`config.mk`:
```
export PLATFORM = sky130hd
export DESIGN_NAME = regwrite_trace_buffer
export DESIGN_NICKNAME = d
export VERILOG_FILES = /design/src/rtl/trace_pkg.sv /design/src/rtl/trace_fifo_mp.sv /design/src/rtl/regwrite_trace_buffer.sv
export SDC_FILE = /design/constraint.sdc
export NUM_CORES = 2
export LEC_CHECK = 0
export CORE_MARGIN = 2
export CORE_UTILIZATION = 40
export CTS_CLUSTER_DIAMETER = 80
export DETAILED_ROUTE_END_ITERATION = 6
export GPL_TIMING_DRIVEN = 0
export SYNTH_ARGS = -nofsm -noshare
export SYNTH_HDL_FRONTEND = slang
export SYNTH_HIERARCHICAL = 1
export SYNTH_SLANG_ARGS = --single-unit
```
`constraint.sdc`:
```
create_clock -name clk -period 12.9 [get_ports clk]
set_input_delay 1.29 -clock clk [delete_from_list [all_inputs] [get_ports clk]]
set_output_delay 1.29 -clock clk [all_outputs]
set_load 0.05 [all_outputs]
```
`src/rtl/trace_pkg.sv`:
```
// Shared types, default configuration and helper functions for the
// register-write trace buffer and its multi-push FIFO.
package trace_pkg;

    localparam int XLEN_DEF   = 32;
    localparam int NREG_DEF   = 32;
    localparam int NPORTS_DEF = 2;
    localparam int DEPTH_DEF  = 16;
    localparam int TS_W_DEF   = 16;
    localparam int DROP_W_DEF = 16;

    localparam int AW_DEF     = $clog2(NREG_DEF);
    localparam int PORT_W_DEF = (NPORTS_DEF > 1) ? $clog2(NPORTS_DEF) : 1;
    localparam int MAX_MASK_W = 64;

    typedef struct packed {
        logic [PORT_W_DEF-1:0] port;
        logic [AW_DEF-1:0]     addr;
        logic [XLEN_DEF-1:0]   data;
        logic [TS_W_DEF-1:0]   ts;
        logic                  irq;
    } trace_entry_t;

    // Number of set bits in a port mask, clamped to the number of ports.
    function automatic int unsigned popcount_sat(input logic [MAX_MASK_W-1:0] mask,
                                                 input int unsigned cap);
        int unsigned n;
        n = 0;
        for (int i = 0; i < MAX_MASK_W; i++) begin
            n += mask[i] ? 1 : 0;
        end
        return (n > cap) ? cap : n;
    endfunction

    // Adds inc to cur, clamping at the all-ones value of a width-bit counter.
    function automatic logic [63:0] sat_add(input logic [63:0] cur,
                                            input logic [63:0] inc,
                                            input int unsigned width);
        logic [63:0] max_v;
        logic [63:0] sum;
        max_v = (width >= 64) ? '1 : ((64'd1 << width) - 64'd1);
        sum   = cur + inc;
        if ((sum > max_v) || (sum < cur)) begin
            sum = max_v;
        end
        return sum;
    endfunction

endpackage

```
`src/rtl/trace_fifo_mp.sv`:
```
// Circular buffer accepting up to NPORTS pushes and one pop per cycle, with an
// optional overwrite-oldest policy when the pushes exceed the free space.
module trace_fifo_mp
    import trace_pkg::*;
#(
    parameter  int W      = 8,
    parameter  int DEPTH  = DEPTH_DEF,
    parameter  int NPORTS = NPORTS_DEF,
    localparam int CW     = $clog2(DEPTH) + 1,
    localparam int PW     = (DEPTH > 1) ? $clog2(DEPTH) : 1,
    localparam int NW     = $clog2(NPORTS + 1)
) (
    input  logic              clk,
    input  logic              reset,
    input  logic              overwrite,
    input  logic [NW-1:0]     push_n,
    input  logic [NPORTS*W-1:0] push_data,
    input  logic              pop,
    output logic              head_valid,
    output logic [W-1:0]      head_data,
    output logic [CW-1:0]     count,
    output logic [NW-1:0]     acc_n,
    output logic [NW-1:0]     lost_n
);

    logic [W-1:0]  mem_q [DEPTH];
    logic [PW-1:0] head_q, head_d;
    logic [CW-1:0] count_q, count_d;
    logic [PW-1:0] wr_idx [NPORTS];
    logic          pop_eff;
    int            pop_i, cnt_i, push_i, free_i, acc_i, excess_i;

    // Space check sees the slot freed by a same-cycle pop; in overwrite mode
    // the excess advances the head past the oldest entries.
    always_comb begin
        pop_eff  = pop && (count_q != '0);
        pop_i    = pop_eff ? 1 : 0;
        cnt_i    = int'(count_q);
        push_i   = int'(push_n);
        free_i   = DEPTH - cnt_i + pop_i;
        acc_i    = push_i;
        excess_i = 0;
        if (push_i > free_i) begin
            if (overwrite) begin
                excess_i = push_i - free_i;
            end else begin
                acc_i = free_i;
            end
        end
        acc_n   = NW'(acc_i);
        lost_n  = NW'(push_i - acc_i + excess_i);
        head_d  = PW'((int'(head_q) + pop_i + excess_i) % DEPTH);
        count_d = CW'(cnt_i - pop_i + acc_i - excess_i);
        for (int k = 0; k < NPORTS; k++) begin
            wr_idx[k] = PW'((int'(head_q) + cnt_i + k) % DEPTH);
        end
    end

    always_ff @(posedge clk) begin
        if (!reset) begin
            head_q  <= '0;
            count_q <= '0;
        end else begin
            head_q  <= head_d;
            count_q <= count_d;
        end
    end

    always_ff @(posedge clk) begin
        if (reset) begin
            for (int k = 0; k < NPORTS; k++) begin
                if (k < acc_i) begin
                    mem_q[wr_idx[k]] <= push_data[k*W +: W];
                end
            end
        end
    end

    assign head_valid = (count_q != '0);
    assign head_data  = head_valid ? mem_q[head_q] : '0;
    assign count      = count_q;

endmodule

```
`src/rtl/regwrite_trace_buffer.sv`:
```
// Captures qualified register-file writes from several writeback ports into a
// timestamped trace FIFO and keeps a shadow copy of the architectural registers.
module regwrite_trace_buffer
    import trace_pkg::*;
#(
    parameter  int XLEN   = XLEN_DEF,
    parameter  int NREG   = NREG_DEF,
    parameter  int NPORTS = NPORTS_DEF,
    parameter  int DEPTH  = DEPTH_DEF,
    parameter  int TS_W   = TS_W_DEF,
    parameter  int DROP_W = DROP_W_DEF,
    localparam int AW     = $clog2(NREG),
    localparam int PORT_W = (NPORTS > 1) ? $clog2(NPORTS) : 1,
    localparam int CW     = $clog2(DEPTH) + 1
) (
    input  logic                   clk,
    input  logic                   reset,
    input  logic [NPORTS-1:0]      wr_en,
    input  logic [NPORTS*AW-1:0]   wr_addr,
    input  logic [NPORTS*XLEN-1:0] wr_data,
    input  logic                   irq,
    input  logic                   mode_wrap,
    input  logic                   freeze,
    input  logic                   rd_ready,
    output logic                   rd_valid,
    output logic [PORT_W-1:0]      rd_port,
    output logic [AW-1:0]          rd_addr,
    output logic [XLEN-1:0]        rd_data,
    output logic [TS_W-1:0]        rd_ts,
    output logic                   rd_irq,
    output logic [CW-1:0]          count,
    output logic [DROP_W-1:0]      dropped,
    output logic                   overflow,
    input  logic [AW-1:0]          sh_addr,
    output logic [XLEN-1:0]        sh_data
);

    typedef struct packed {
        logic [PORT_W-1:0] port;
        logic [AW-1:0]     addr;
        logic [XLEN-1:0]   data;
        logic [TS_W-1:0]   ts;
        logic              irq;
    } entry_t;

    localparam int EW = $bits(entry_t);
    localparam int NW = $clog2(NPORTS + 1);

    logic [TS_W-1:0]   ts_q, ts_d;
    logic              irq_q, irq_d;
    logic              irq_pending_q, irq_pending_d;
    logic [DROP_W-1:0] dropped_q, dropped_d;
    logic              overflow_q, overflow_d;
    logic [XLEN-1:0]   shadow_q [NREG];
    logic [XLEN-1:0]   shadow_d [NREG];

    logic [NPORTS-1:0]    qual, push_mask;
    logic [NW-1:0]        push_n, acc_n, lost_n;
    logic [NPORTS*EW-1:0] push_data;
    logic                 irq_mark;
    logic                 pop;
    logic                 head_valid;
    logic [EW-1:0]        head_raw;
    entry_t               head;
    logic [CW-1:0]        fifo_count;

    always_comb begin
        for (int p = 0; p < NPORTS; p++) begin
            qual[p] = wr_en[p] && (wr_addr[p*AW +: AW] != '0);
        end
        push_mask = freeze ? '0 : qual;
        push_n    = NW'(popcount_sat(MAX_MASK_W'(push_mask), NPORTS));
        irq_mark  = irq_pending_q || (irq && !irq_q);
    end

    // Pack qualified events densely in ascending port order; only the first
    // packed slot can carry the irq mark.
    always_comb begin : compact_blk
        int     rank;
        entry_t ent;
        push_data = '0;
        rank      = 0;
        for (int p = 0; p < NPORTS; p++) begin
            ent      = '0;
            ent.port = PORT_W'(p);
            ent.addr = wr_addr[p*AW +: AW];
            ent.data = wr_data[p*XLEN +: XLEN];
            ent.ts   = ts_q;
            ent.irq  = irq_mark && (rank == 0);
            if (push_mask[p]) begin
                push_data[rank*EW +: EW] = ent;
                rank = rank + 1;
            end
        end
    end

    assign pop = head_valid && rd_ready;

    trace_fifo_mp #(
        .W      (EW),
        .DEPTH  (DEPTH),
        .NPORTS (NPORTS)
    ) u_fifo (
        .clk        (clk),
        .reset      (reset),
        .overwrite  (mode_wrap),
        .push_n     (push_n),
        .push_data  (push_data),
        .pop        (pop),
        .head_valid (head_valid),
        .head_data  (head_raw),
        .count      (fifo_count),
        .acc_n      (acc_n),
        .lost_n     (lost_n)
    );

    // Pending irq survives freeze and a full FIFO until some entry lands.
    always_comb begin
        ts_d          = ts_q + TS_W'(1);
        irq_d         = irq;
        irq_pending_d = (acc_n != '0) ? 1'b0 : irq_mark;
        dropped_d     = DROP_W'(sat_add(64'(dropped_q), 64'(lost_n), DROP_W));
        overflow_d    = overflow_q || (lost_n != '0);
    end

    // Later ports overwrite earlier ones when several target the same register.
    always_comb begin
        shadow_d = shadow_q;
        for (int p = 0; p < NPORTS; p++) begin
            if (qual[p]) begin
                shadow_d[wr_addr[p*AW +: AW]] = wr_data[p*XLEN +: XLEN];
            end
        end
    end

    always_ff @(posedge clk) begin
        if (!reset) begin
            ts_q          <= '0;
            irq_q         <= 1'b0;
            irq_pending_q <= 1'b0;
            dropped_q     <= '0;
            overflow_q    <= 1'b0;
            for (int i = 0; i < NREG; i++) begin
                shadow_q[i] <= '0;
            end
        end else begin
            ts_q          <= ts_d;
            irq_q         <= irq_d;
            irq_pending_q <= irq_pending_d;
            dropped_q     <= dropped_d;
            overflow_q    <= overflow_d;
            for (int i = 0; i < NREG; i++) begin
                shadow_q[i] <= shadow_d[i];
            end
        end
    end

    assign head     = head_raw;
    assign rd_valid = head_valid;
    assign rd_port  = head.port;
    assign rd_addr  = head.addr;
    assign rd_data  = head.data;
    assign rd_ts    = head.ts;
    assign rd_irq   = head.irq;
    assign count    = fifo_count;
    assign dropped  = dropped_q;
    assign overflow = overflow_q;
    assign sh_data  = (sh_addr == '0) ? '0 : shadow_q[sh_addr];

endmodule

```
Word-level counts from Yosys, hierarchy flattened

Memory sizes are Yosys's and may differ from the RTL's. A register that Yosys moved wholly into a read port is not among the register bits.
Cells that the tools add are included.

Register bits after elaboration: 1068
Memory bits (writable): 880
Bits of input ports: 87
Output and inout bits: 110
Logic and storage cells: 127
Memories: 1

Memory list:

| memory       | words | width | read ports | clocked after Yosys merged registers in | write ports | line                | text |
|---|---|---|---|---|---|---|---|
| u_fifo.mem_q | 16    | 55    | 1          | 1                                       | 2           | trace_fifo_mp.sv:26 | `logic [W-1:0] mem_q [DEPTH];` |

Add/sub/neg operators: 16
Multipliers: 1
$lt $le $gt $ge: 11
Shift operators: 2
Multiplexer cells: 33
Bitwise operators: 4
Reduce and logical (&&, ||, !) cells: 20

Operators by type and width:

| operator                                                                      | number |
|---|---|
| 1024-bit bitwise mux                                                          | 2 |
| 1024-bit 2-to-1 mux                                                           | 2 |
| 32-bit demux with 5-bit select                                                | 2 |
| 32-bit 2-to-1 mux                                                             | 7 |
| 32-bit binary-select mux with 5-bit select                                    | 1 |
| 110-bit bitwise mux                                                           | 1 |
| 110-bit 2-to-1 mux                                                            | 1 |
| 55-bit by 33-bit variable shift with 110-bit output (first input constant)    | 1 |
| 55-bit by 33-bit indexed part select with 110-bit output                      | 1 |
| 55-bit 2-to-1 mux                                                             | 1 |
| 54-bit 2-to-1 mux                                                             | 1 |
| 32-bit negation with 33-bit output                                            | 1 |
| 3-bit by 32-bit > comparator with 1-bit output                                | 1 |
| 32-bit logical NOT                                                            | 1 |
| 1-bit by 32-bit less-than comparator with 1-bit output (first input constant) | 1 |
| 2-bit by 32-bit less-than comparator with 1-bit output (first input constant) | 1 |
| 32-bit by 7-bit multiplier with 32-bit output (second input constant)         | 1 |
| 6-bit greater-or-equal comparator (second input constant)                     | 3 |
| 5-bit inverter with 6-bit output                                              | 3 |
| 16-bit by 2-bit adder with 17-bit output                                      | 1 |
| 17-bit by 16-bit > comparator with 1-bit output (second input constant)       | 1 |
| 17-bit by 16-bit less-than comparator with 1-bit output                       | 1 |
| 16-bit by 1-bit adder with 16-bit output (second input constant)              | 1 |
| 16-bit 2-to-1 mux                                                             | 1 |
| 25 further kinds                                                              | 50 |

Depth between registers and ports, before layout

Depth in word-level cells: 15
Mapped depth: 38
Gate-level depth less buffers: 34

Modules after synthesis

Netlist, hierarchy kept.

Modules (own cells, without submodules):

| module                | instances | cells an instance | area each (µm²) | seq. area each (µm²) |
|---|---|---|---|---|
| regwrite_trace_buffer | 1         | 6111              | 56359.1         | 21200.3 |
| trace_fifo_mp         | 1         | 2600              | 46173.0         | 26605.5 |

Worst setup path before layout

No wires, ideal clock.

Kind: flip-flop to flip-flop
From: register u_fifo.count_q[1], in the netlist u_fifo/count[1]
To: memory u_fifo/mem_q[12][0] (netlist name) (enable)
Setup time: 0.657 ns
Arrival time: 11.368 ns
Required time: 12.243 ns
Slack: 0.874 ns
Stages on the path, launching flop included: 19
Period minus slack after synthesis: 12.026 ns
Cells stage by stage: dfxtp_1 -> inv_1 -> ha_1 -> clkbuf_2 -> and3_1 -> ha_1 -> inv_1 -> clkbuf_1 -> and2_1 -> nor2b_1 -> ha_1 -> ha_1 -> xnor3_1 -> a221o_1 -> or3_1 -> clkbuf_1 -> nor4_1 -> nor2_1 -> o311ai_0

RTL lines:

| element                | line                | text |
|---|---|---|
| start, declared        | trace_fifo_mp.sv:28 | `logic [CW-1:0] count_q, count_d;` |
| start signal, assigned | trace_fifo_mp.sv:65 | `count_q <= count_d;` |
| end, declared          | trace_fifo_mp.sv:26 |  |

Worst setup path in the final report

From: input port wr_addr[6]
To: register dropped_q[14], in the netlist dropped[14]

Word-level cells in the longest chain between the ends: 15
Elaborated cells between the ends (all ways): 20
Classes of those cells: add/sub: 5; order compare: 4; mux: 8; reduce/logical: 3

Ends and longest elaborated chain:

| element                                                                                                                    | line                         | text |
|---|---|---|
| start, declared                                                                                                            | regwrite_trace_buffer.sv:19  | `input logic [NPORTS*AW-1:0] wr_addr,` |
| 5-bit nonzero test *                                                                                                       | regwrite_trace_buffer.sv:69  | `qual[p] = wr_en[p] && (wr_addr[p*AW +: AW] != '0);` |
| 1-bit logical AND *                                                                                                        | regwrite_trace_buffer.sv:69  |  |
| 2-bit 2-to-1 mux *                                                                                                         | regwrite_trace_buffer.sv:71  | `push_mask = freeze ? '0 : qual;` |
| 1-bit 2-to-1 mux *                                                                                                         | trace_pkg.sv:30              | `n += mask[i] ? 1 : 0;` |
| 1-bit by 1-bit adder with 2-bit output *                                                                                   | trace_pkg.sv:30              |  |
| 2-bit > comparator                                                                                                         | trace_pkg.sv:32              | `return (n > cap) ? cap : n;` |
| 2-bit 2-to-1 mux *                                                                                                         | trace_pkg.sv:32              |  |
| via push_n[0]                                                                                                              | regwrite_trace_buffer.sv:58  | `logic [NW-1:0] push_n, acc_n, lost_n;` |
| (+2 left out)                                                                                                              | -                            |  |
| via acc_n[0]                                                                                                               | regwrite_trace_buffer.sv:58  |  |
| 2-bit subtractor *                                                                                                         | trace_fifo_mp.sv:51          | `lost_n = NW'(push_i - acc_i + excess_i);` |
| 2-bit adder *                                                                                                              | trace_fifo_mp.sv:51          |  |
| via lost_n[1]                                                                                                              | regwrite_trace_buffer.sv:58  |  |
| 16-bit by 2-bit adder with 17-bit output *                                                                                 | trace_pkg.sv:42              | `sum = cur + inc;` |
| 17-bit by 16-bit > comparator with 1-bit output or 17-bit by 16-bit less-than comparator with 1-bit output (tied branches) | trace_pkg.sv:43              | `if ((sum > max_v) \|\| (sum < cur)) begin` |
| 1-bit logical OR                                                                                                           | trace_pkg.sv:43              |  |
| 16-bit 2-to-1 mux *                                                                                                        | trace_pkg.sv:43              |  |
| end signal, assigned                                                                                                       | regwrite_trace_buffer.sv:150 | `dropped_q <= dropped_d;` |
| end, declared                                                                                                              | regwrite_trace_buffer.sv:52  | `logic [DROP_W-1:0] dropped_q, dropped_d;` |

The timed path passes the listed nets; every way through them passes the cells marked *.
A chain may end at the register's enable or synchronous reset.

==> impl_results.md <==
- Outcome: finished with violations
- Violated checks: max-capacitance violations, max-slew violations
- All-Layer GR Usage: 0.284
- Final min period: just over 10 ns
- TritonCTS clock tree: done
- Layout Nets: 9294
- Initial Util: 0.403
- Synth top area share: 0.258
- Non-Filler Instances: around 13k
- CP Capture Type: flip-flop
- Slew headroom: -0.00167
- Final cycle utilization of the critical path: 0.798
- Slowest library cell on the worst path: o21ai_1
- GP Congestion: ~0.98
- Placed insts: 12.3k
- Commonest non-fill, non-tap cell in the layout: nor2_1
- Clock Path Buffers: 3
- Setup violators final: 0
- Row cnt: 185
- Flops & latches, synth: just under 2k
- Post-CTS Setup Inserts: 0
- Final Hold Viols: 0
- CTS root buf: clkbuf_16
- Clock skew: 0.0157 ns
- Total gr overflow: 0
- Pins over their slew limit: 1
- Final WS setup: 2.60 ns
- Vias/cell: 6.10
- # Max-Cap Violations: 1
- CTS Hold Buffers Added: 0
- IO Count: between 150 and 200
- Netlist Area Pre-Place: ~100000 um2
- Cell type with the largest total area after synthesis: edfxtp_1
- Vias in the first global route: roughly 80k
- Detailed Route Iter0 Violations: 9067
- Number of flops mapped to enable cells by yosys: 880
- Layout cells sized above 1: 0.236
- RSZ-0062 raised after global routing: no
- Initial antenna violation count: 25
- Worst skew pair latency: 0.87 ns
- Die area: 260000 um2
- PortBufs: 155
- F_max: between 0.09 and 0.1 GHz
- Arrival time worst endpoint: 11.06 ns
- Cells after synthesis: 8711
- Number of distinct library cells after synthesis: 74
- Final ANT Viol Nets: 0
- DR WL/cell: 29.8 um
- Chip width: 510 um
- Drt drc: 0
- Synth Flop Type: dfxtp_1
- Crit path max fanout: 10
- Area of the core: 254000 um2
- Clock transition at path regs: roughly 0.060 ns
- Final core area utilization: 0.461
- CP max stage delay: 1.08 ns
- Mean area per synthesized cell: 11.8 um2
- Critical path class: in2reg
- Final wirelength: between 300000 and 400000 um
- Worst Hold Class: reg2reg
- Top cells by area, synth: edfxtp_1 (26%), dfxtp_1 (21%), mux4_2 (13%)
- Worst-Margin Slew: 1.50 ns
- H-tree levels: 4
- Crit path top cell by count: ha_1
- Required time of the critical path: around 14 ns
- Chip height: 510 um
- Clock sink total: 1948
- Ys Warns: 6
- Cell Pwr Density: 156 nW/um2
- Vias: 77.6k
- Leakage power: about 41 nW
- Post-cts resize count: 0
- DP Worst Slack: 1.95 ns
- Largest net degree at the start of global routing: 24
- 1st-pass router iterations: 6
- Setup TNS: 0 ns
- Critical path launch point type: input port
- P&R area growth vs syn: 14.3%
- Commonest non-fill, non-tap cells in the layout: nor2_1 (1101), dfxtp_1 (1068), edfxtp_1 (880), mux2_2 (860), clkbuf_1 (815)
- Detailed-placement wirelength estimate: 294000 um
- Peak supply drop: 0.196 mV
- Total CTS buffers: 212
- Register area share after synthesis: 0.466
- Asr flop ratio synth: 0
- Global-route wire length before repair: 540000 um
## metal layers
layer / share of wire / track usage
met1: 0.39 / 0.349
met2: 0.48 / 0.480
met3: 0.078 / 0.0505
met4: 0.055 / 0.137
met5: 0.00026 / 0
## worst paths after layout
kind,startpoint,to,slack (ns),cells after the start
max,wr_addr[6],dropped[14],2.60,33
min,shadow_q[1012],shadow_q[1012],0.46,1
max reg2reg,u_fifo/count[1],dropped[14],3.42,36
min reg2reg,shadow_q[1012],shadow_q[1012],0.46,1
## area by class of cell
class                           instances  area (um2)
Inverter                               37         139
Clock buffer                          303        6150
Multi-Input combinational cell       5637       50100
Tap cell                             3366        4210
Clock inverter                         95        1130
Sequential cell                      1948       47800
Fill cell                           22900      137000
Antenna cell                           10        25.0
Buffer                               1095        4820
Timing Repair Buffer                  233        2820
## through the flow
stage	total power, mW	hold slack, ns	cell area [um2]
detailed placement	12.0	0.442	110000
floorplan	10.2	0.425	103000
CTS	18.3	0.457	117000
global placement	11.8	0.437	108000
global route	18.9	0.477	117000
finish	18.3	0.461	117000
## cells by family (layout without fill, tap and decap cells)
group / count (synthesis) / count (layout) / synth area share
compound gates: 1252 / 1252 / 0.0962
xor+xnor: 40 / 40 / 0.00355
fa+ha+maj: 43 / 43 / 0.00598
buf+inv: 1132 / 1763 / 0.0483
flops: 1948 / 1948 / 0.466
mux: 2086 / 2086 / 0.287
other cells: 1 / 17 / 0.0000366
simple gates: 2209 / 2209 / 0.0927
## worst max-delay path, delay by kind of cell
kind / cells / cell delay, ns
AOI/OAI and AO/OA: 11 / 3.83
and+or+nand+nor: 8 / 2.47
adders and majority gates: 6 / 1.64
buffers and inverters: 7 / 1.60
xor gates and xnor gates: 1 / 0.20
## power breakdown
group | switching (mW) | total [mW] | internal [mW]
sequential | 0.129 | 6.91 | 6.78
clock | 2.72 | 6.42 | 3.70
combinational | 3.08 | 4.95 | 1.87
## Yosys cell counts (20+ instances only)
cell	instances
buf_4	52
mux2i_1	611
and2_1	167
nor2_1	1101
mux2_2	860
a311oi_1	419
dfxtp_1	1068
edfxtp_1	880
a21oi_1	25
ha_1	33
nand2_1	486
buf_1	49
buf_6	38
buf_2	153
clkbuf_2	29
a22o_1	26
a211oi_1	582
mux4_2	595
xnor2_1	24
nand3_1	340
inv_1	34
mux2_1	20
o21ai_0	109
clkbuf_1	774
## flip-flops by register name, indices dropped and copies added, names as in the netlist
signal,flops
shadow_q,1024
u_fifo/mem_q,880
dropped,16
ts_q,16
u_fifo/count,5
u_fifo/head_q,4
irq_pending_q,1
irq_q,1
overflow,1
Power figures use the tool's default switching activity.
